==> src/rtl/alu_pkg.sv <==
// alu_pkg: op encoding, FSM states and small op-classification helpers
// shared by the execute unit and its decoder.
package alu_pkg;

  // Class codes driven by the main decoder on ALUOp
  localparam logic [1:0] ALUOP_ADD     = 2'b00;
  localparam logic [1:0] ALUOP_SUB     = 2'b01;
  localparam logic [1:0] ALUOP_FUNCT   = 2'b10;
  localparam logic [1:0] ALUOP_ILLEGAL = 2'b11;

  typedef enum logic [4:0] {
    OP_ADD,
    OP_SUB,
    OP_SLL,
    OP_SLT,
    OP_SLTU,
    OP_XOR,
    OP_SRL,
    OP_SRA,
    OP_OR,
    OP_AND,
    OP_MUL,
    OP_MULH,
    OP_MULHSU,
    OP_MULHU,
    OP_DIV,
    OP_DIVU,
    OP_REM,
    OP_REMU,
    OP_ILLEGAL
  } alu_op_e;

  typedef enum logic [1:0] {
    IDLE,
    CALC,
    DONE
  } mdu_state_e;

  // True for every op that goes through the multiply/divide iterator
  function automatic logic is_mdu(alu_op_e op);
    return op inside {OP_MUL, OP_MULH, OP_MULHSU, OP_MULHU,
                      OP_DIV, OP_DIVU, OP_REM, OP_REMU};
  endfunction

  // True for the divide and remainder family
  function automatic logic is_div(alu_op_e op);
    return op inside {OP_DIV, OP_DIVU, OP_REM, OP_REMU};
  endfunction

  // True for the remainder ops, whose sign follows the dividend only
  function automatic logic is_rem(alu_op_e op);
    return op inside {OP_REM, OP_REMU};
  endfunction

  // Operand a is interpreted as two's complement
  function automatic logic op_signed_a(alu_op_e op);
    return op inside {OP_MUL, OP_MULH, OP_MULHSU, OP_DIV, OP_REM};
  endfunction

  // Operand b is interpreted as two's complement
  function automatic logic op_signed_b(alu_op_e op);
    return op inside {OP_MUL, OP_MULH, OP_DIV, OP_REM};
  endfunction

endpackage

==> src/rtl/alu_mdu_dec.sv <==
// alu_mdu_dec: combinational decode of the main-decoder class and instruction
// fields into a single ALU/MDU operation. Kept standalone for reuse.
module alu_mdu_dec
  import alu_pkg::*;
(
  input  logic [1:0] ALUOp,
  input  logic       opb5,
  input  logic [2:0] funct3,
  input  logic       funct7b5,
  input  logic       funct7b0,
  output alu_op_e    op
);

  // M-extension ops exist only on R-type with funct7 bit 0 set; sub needs
  // R-type, while sra is selected by funct7 bit 5 for both R and I forms
  always_comb begin
    op = OP_ILLEGAL;
    case (ALUOp)
      ALUOP_ADD: op = OP_ADD;
      ALUOP_SUB: op = OP_SUB;
      ALUOP_FUNCT: begin
        if (opb5 && funct7b0) begin
          case (funct3)
            3'b000: op = OP_MUL;
            3'b001: op = OP_MULH;
            3'b010: op = OP_MULHSU;
            3'b011: op = OP_MULHU;
            3'b100: op = OP_DIV;
            3'b101: op = OP_DIVU;
            3'b110: op = OP_REM;
            default: op = OP_REMU;
          endcase
        end else begin
          case (funct3)
            3'b000: op = (funct7b5 && opb5) ? OP_SUB : OP_ADD;
            3'b001: op = OP_SLL;
            3'b010: op = OP_SLT;
            3'b011: op = OP_SLTU;
            3'b100: op = OP_XOR;
            3'b101: op = funct7b5 ? OP_SRA : OP_SRL;
            3'b110: op = OP_OR;
            default: op = OP_AND;
          endcase
        end
      end
      default: op = OP_ILLEGAL;
    endcase
  end

endmodule

==> src/rtl/alu_mdu.sv <==
// alu_mdu: execute-stage ALU with iterative RV32M multiply/divide behind a
// valid/ready handshake. Single-cycle ops and the divide special cases
// finish straight away; multiply/divide run one radix-2 step per cycle.
module alu_mdu
  import alu_pkg::*;
#(
  parameter int XLEN = 32
) (
  input  logic            clk,
  input  logic            reset,
  input  logic            in_valid,
  output logic            in_ready,
  input  logic [1:0]      ALUOp,
  input  logic            opb5,
  input  logic [2:0]      funct3,
  input  logic            funct7b5,
  input  logic            funct7b0,
  input  logic [XLEN-1:0] a,
  input  logic [XLEN-1:0] b,
  output logic            out_valid,
  input  logic            out_ready,
  output logic [XLEN-1:0] result,
  output logic            zero,
  output logic            illegal
);

  localparam int SW = $clog2(XLEN);
  localparam int CW = SW + 1;

  alu_op_e           dec_op;
  mdu_state_e        state;
  alu_op_e           op_q;
  logic              neg_q;
  logic [XLEN-1:0]   opb_q;
  logic [2*XLEN-1:0] acc_q;
  logic [CW-1:0]     cnt_q;
  logic [XLEN-1:0]   result_q;
  logic              zero_q;
  logic              illegal_q;
  logic              out_valid_q;

  logic              accept;
  logic [SW-1:0]     shamt;
  logic [XLEN-1:0]   alu_res;
  logic [XLEN-1:0]   special_res;
  logic [XLEN-1:0]   direct_res;
  logic              div_zero;
  logic              div_ovf;
  logic              special;
  logic              a_neg;
  logic              b_neg;
  logic [XLEN-1:0]   mag_a;
  logic [XLEN-1:0]   mag_b;
  logic              neg_next;
  logic [XLEN-1:0]   addend;
  logic [XLEN:0]     mul_sum;
  logic [XLEN:0]     div_diff;
  logic [2*XLEN-1:0] acc_next;
  logic [2*XLEN-1:0] prod;
  logic [XLEN-1:0]   quo;
  logic [XLEN-1:0]   rem;
  logic [XLEN-1:0]   final_res;

  alu_mdu_dec u_dec (
    .ALUOp    (ALUOp),
    .opb5     (opb5),
    .funct3   (funct3),
    .funct7b5 (funct7b5),
    .funct7b0 (funct7b0),
    .op       (dec_op)
  );

  assign in_ready  = (state == IDLE);
  assign accept    = in_valid && in_ready;
  assign out_valid = out_valid_q;
  assign result    = result_q;
  assign zero      = zero_q;
  assign illegal   = illegal_q;

  // Single-cycle ALU on the live operands; only used on the accepting edge
  always_comb begin
    shamt   = b[SW-1:0];
    alu_res = '0;
    case (dec_op)
      OP_ADD:  alu_res = a + b;
      OP_SUB:  alu_res = a - b;
      OP_SLL:  alu_res = a << shamt;
      OP_SLT:  alu_res = {{(XLEN-1){1'b0}}, ($signed(a) < $signed(b))};
      OP_SLTU: alu_res = {{(XLEN-1){1'b0}}, (a < b)};
      OP_XOR:  alu_res = a ^ b;
      OP_SRL:  alu_res = a >> shamt;
      OP_SRA:  alu_res = $unsigned($signed(a) >>> shamt);
      OP_OR:   alu_res = a | b;
      OP_AND:  alu_res = a & b;
      default: alu_res = '0;
    endcase
  end

  // Divide-by-zero and signed overflow are resolved without iterating
  always_comb begin
    div_zero    = (b == '0);
    div_ovf     = (a == {1'b1, {(XLEN-1){1'b0}}}) && (b == '1);
    special     = (is_div(dec_op) && div_zero) ||
                  (((dec_op == OP_DIV) || (dec_op == OP_REM)) && div_ovf);
    special_res = '0;
    case (dec_op)
      OP_DIV:  special_res = div_zero ? '1 : a;
      OP_DIVU: special_res = '1;
      OP_REM:  special_res = div_zero ? a : '0;
      OP_REMU: special_res = a;
      default: special_res = '0;
    endcase
    direct_res = is_mdu(dec_op) ? special_res : alu_res;
  end

  // The iterator works on magnitudes; remember whether to negate at the end
  always_comb begin
    a_neg    = op_signed_a(dec_op) && a[XLEN-1];
    b_neg    = op_signed_b(dec_op) && b[XLEN-1];
    mag_a    = a_neg ? (-a) : a;
    mag_b    = b_neg ? (-b) : b;
    neg_next = is_rem(dec_op) ? a_neg : (a_neg ^ b_neg);
  end

  // One shift-add multiply step or one restoring-divide step on the shared
  // accumulator, plus the sign-corrected result for the final step
  always_comb begin
    addend   = acc_q[0] ? opb_q : '0;
    mul_sum  = {1'b0, acc_q[2*XLEN-1:XLEN]} + {1'b0, addend};
    div_diff = acc_q[2*XLEN-1:XLEN-1] - {1'b0, opb_q};
    if (is_div(op_q)) begin
      if (!div_diff[XLEN]) begin
        acc_next = {div_diff[XLEN-1:0], acc_q[XLEN-2:0], 1'b1};
      end else begin
        acc_next = {acc_q[2*XLEN-2:0], 1'b0};
      end
    end else begin
      acc_next = {mul_sum, acc_q[XLEN-1:1]};
    end
    prod = neg_q ? (-acc_next) : acc_next;
    quo  = acc_next[XLEN-1:0];
    rem  = acc_next[2*XLEN-1:XLEN];
    case (op_q)
      OP_MUL:                      final_res = prod[XLEN-1:0];
      OP_MULH, OP_MULHSU, OP_MULHU: final_res = prod[2*XLEN-1:XLEN];
      OP_DIV, OP_DIVU:             final_res = neg_q ? (-quo) : quo;
      OP_REM, OP_REMU:             final_res = neg_q ? (-rem) : rem;
      default:                     final_res = '0;
    endcase
  end

  // Control FSM with registered outputs; reset aborts any operation in flight
  always_ff @(posedge clk) begin
    if (reset) begin
      state       <= IDLE;
      op_q        <= OP_ADD;
      neg_q       <= 1'b0;
      opb_q       <= '0;
      acc_q       <= '0;
      cnt_q       <= '0;
      result_q    <= '0;
      zero_q      <= 1'b1;
      illegal_q   <= 1'b0;
      out_valid_q <= 1'b0;
    end else begin
      case (state)
        IDLE: begin
          if (accept) begin
            op_q      <= dec_op;
            illegal_q <= (dec_op == OP_ILLEGAL);
            if (is_mdu(dec_op) && !special) begin
              neg_q <= neg_next;
              opb_q <= mag_b;
              acc_q <= {{XLEN{1'b0}}, mag_a};
              cnt_q <= CW'(XLEN);
              state <= CALC;
            end else begin
              result_q    <= direct_res;
              zero_q      <= (direct_res == '0);
              out_valid_q <= 1'b1;
              state       <= DONE;
            end
          end
        end
        CALC: begin
          acc_q <= acc_next;
          cnt_q <= cnt_q - 1'b1;
          if (cnt_q == CW'(1)) begin
            result_q    <= final_res;
            zero_q      <= (final_res == '0);
            out_valid_q <= 1'b1;
            state       <= DONE;
          end
        end
        DONE: begin
          if (out_ready) begin
            out_valid_q <= 1'b0;
            state       <= IDLE;
          end
        end
        default: state <= IDLE;
      endcase
    end
  end

endmodule

==> config.mk <==
export PLATFORM = sky130hd
export DESIGN_NAME = alu_mdu
export DESIGN_NICKNAME = d
export VERILOG_FILES = /design/src/rtl/alu_pkg.sv /design/src/rtl/alu_mdu_dec.sv /design/src/rtl/alu_mdu.sv
export SDC_FILE = /design/constraint.sdc
export NUM_CORES = 1
export LEC_CHECK = 0
export CELL_PAD_IN_SITES_DETAIL_PLACEMENT = 1
export CELL_PAD_IN_SITES_GLOBAL_PLACEMENT = 1
export CORE_MARGIN = 2
export CORE_UTILIZATION = 42
export DETAILED_ROUTE_END_ITERATION = 10
export PLACE_DENSITY_LB_ADDON = 0.1
export SYNTH_ARGS = -nofsm -noshare
export SYNTH_HDL_FRONTEND = slang
export SYNTH_HIERARCHICAL = 1
export SYNTH_SLANG_ARGS = --single-unit
==> constraint.sdc <==
create_clock -name clk -period 5.9 [get_ports clk]
set_input_delay 1.475 -clock clk [delete_from_list [all_inputs] [get_ports clk]]
set_output_delay 1.475 -clock clk [all_outputs]
set_load 0.03 [all_outputs]
==> flow_summary.yaml <==
run_status:
  status: "complete, but fails checks"
  violations: "negative setup slack"
floorplan:
  core_area_sq_mm: 0.0566
  start_util: 0.427
  die-area_sq_mm: 0.0595
  core.rowCount: 87
  num_io_pins: 112
  die_w_um: 244
  die-height_um: 244
power_and_ir_drop:
  ir_drop_mv: 0.163
  leakagePower_nw: 13.8
  cellPowerDensity_mw_per_mm2: 173
  total_power_mw: 5.61
placed_design:
  port_buffers: 111
  dp_slack_ps: -690
  gp_congestion: 1.14
  place_area_sq_mm: 0.0311
  place_inst: 4796
  place.detailed.hpwl_um: 123000
clock_network:
  clock_sinks: 145
  cts_hold_buf: 0
  cts_tree: "done"
  cts-buffers-inserted: 17
  clkLatencyLatePin_ps: 490
  cts_max_level: 4
  cts-root-buf: "clkbuf_16"
  clockBufferDepth: 2
  clk_pin_slew_ps: 80
synth:
  synth_nets: 3686
  synthTopCellsByArea: "dfxtp_1, ha_1, nor2_1, a21oi_1, mux4_2"
  synth-seq-area-share: 0.120
  syn-instance-count: 3438
  synthDistinctLibCells: 100
  synthFlopType: "dfxtp_1"
  syn_area_sq_mm: 0.0242
  synth_top_area_share: 0.120
  yosys.area.top_type: "dfxtp_1"
  synth_edf_count: 0
  synth_warnings: 6
  async_flop_share: 0
  synth-seq-cells: 145
  avgSynthCellArea_sq_um: 7.03
drt:
  ant_nets: 0
  drc: 0
  vias: 34600
  drt_iter0_drc: 4585
  vias_per_cell: 7.15
  wl_per_cell_um: 33.2
  drtPass1Iterations: 7
  routed_wl_um: 161000
flow_run:
  max-cap-violations: 0
finish:
  final_common_cell: "buf_4"
  syn_to_final_growth_pct: 33.9
  finalNonFillerCells: 4846
  final_cell_area_sq_mm: 0.0324
  drive_above_1_share: 0.251
  nets: 4321
  fillers: 7186
  final_util: 0.572
  layout_common_cells: "buf_4, nor2_1, nand2_1"
timing:
  finalSetupTns_ps: -419
  timing.final.setup_violations: 2
  rsz0062_at_grt: "true"
  worst_slew_pin_slew_ps: 1060
  hold_viol: 0
  slew_headroom: 0.289
  drv_slew: 0
  fin_skew_ps: 19.2
  hold_ws_ps: 471
  max_freq_mhz: 159
  min_period_ps: 6270
  fin_crit_sh: 1.06
  setup_slack_ps: -370
global_route:
  grt_pass1_vias: 34800
  grt_pass1_wl_um: 230000
  grt_max_degree: 81
  grt-ovfl-total: 0
  antenna_found_initial: 7
  track_usage: 0.512
critical_path:
  cp_max_fo: 4
  worst_path_most_repeated_cell: "inv_2"
  critical_path_required_ps: 6300
  max_stage_delay_ps: 550
  critPathLaunchType: "register"
  cp.arrival_ps: 6670
  critPathTopFamily: "simple AND/OR/NAND/NOR gates"
  criticalPathCategory: "reg -> reg"
  crit_path_top_delay_cell: "or4_4"
  crit_buf_inv: 8
  cp-end-kind: "register"
hold_path:
  min_path_type: "reg -> reg"
==> repair_timing <==
item	CTS	global route
setup buffers	3	11
setup endpoints to repair	5	16
pin swaps	12	33
resized for setup	32	73
==> per-layer routing <==
| metal | wire (um) | up-vias | track usage |
|---|---|---|---|
| met2 | 69100 | 2720 | 0.807 |
| met5 | 33 | - | 0 |
| met4 | 18100 | 6 | 0.438 |
| met3 | 18100 | 1026 | 0.128 |
| li1 | - | 14200 | - |
| met1 | 55400 | 16700 | 0.578 |
==> cells by family after synthesis <==
logic type,Yosys count,synth area share
muxes,131,0.0822
xor gates and xnor gates,174,0.0630
AOI/OAI and AO/OA,1149,0.327
DFF,145,0.120
buffers and inverters,429,0.0687
adders and majority gates,172,0.0903
and+or+nand+nor,1238,0.249
==> worst register-to-register path: cells and delay by family, from the launching register on <==
kind	cells	cell delay, ps
AOI/OAI and AO/OA	10	1950
xor gates and xnor gates	1	240
adders and majority gates	3	610
buffers and inverters	8	920
DFF	1	330
and+or+nand+nor	7	2160
==> registers in the layout, indices dropped and copies added, names as in the netlist <==
register   cells
acc_q         64
opb_q         32
result        32
cnt_q          6
op_q           5
state          2
illegal        1
neg_q          1
out_valid      1
zero           1
==> cells in the mapped netlist, types with 25 or more instances <==
cell type,n
nor4_1,39
or3_1,38
buf_2,27
mux4_2,53
inv_1,152
a21oi_1,262
xor2_1,41
mux2i_1,70
nor2_1,436
a22oi_1,49
nand2b_1,34
ha_1,168
nand2_1,270
a311oi_1,25
o21ai_0,180
nor2b_1,26
dfxtp_1,145
a221oi_1,25
buf_1,27
nand4_1,43
o22ai_1,42
o211ai_1,56
o221ai_1,48
xnor2_1,133
and3_1,32
clkbuf_1,215
a211oi_1,81
and2_1,51
nor3_1,83
a31oi_1,43
a21o_1,44
nand3_1,78
o31ai_1,37
==> cell type report <==
type / instances / area (sq um) / share of cell area
multi-input cells: 2864 / 20200 / 0.624
repair buffers: 888 / 7110 / 0.220
flip-flops and latches: 145 / 2910 / 0.0899
well taps: 756 / 946 / 0.0292
inverters: 157 / 589 / 0.0182
clock buffers: 17 / 425 / 0.0131
clock inverters: 15 / 185 / 0.00572
diodes: 4 / 10.0 / 0.000309
==> worst paths after layout <==
path	to	cells past startpoint	from	slack [ps]
max reg2reg	zero	29	acc_q[31]	-370
min reg2reg	result[26]	2	result[26]	470
min	result[26]	2	result[26]	470
max	zero	29	acc_q[31]	-370
==> report_power, final <==
part	total, mW	leakage, nW	switching (mW)	internal, mW
Combinational	3.29	12.3	2.03	1.26
Sequential	1.09	1.18	0.0586	1.03
Clock	1.23	0.304	0.588	0.647
Total	5.61	13.8	2.68	2.93
Note: power is estimated with default switching activity, not from simulation.
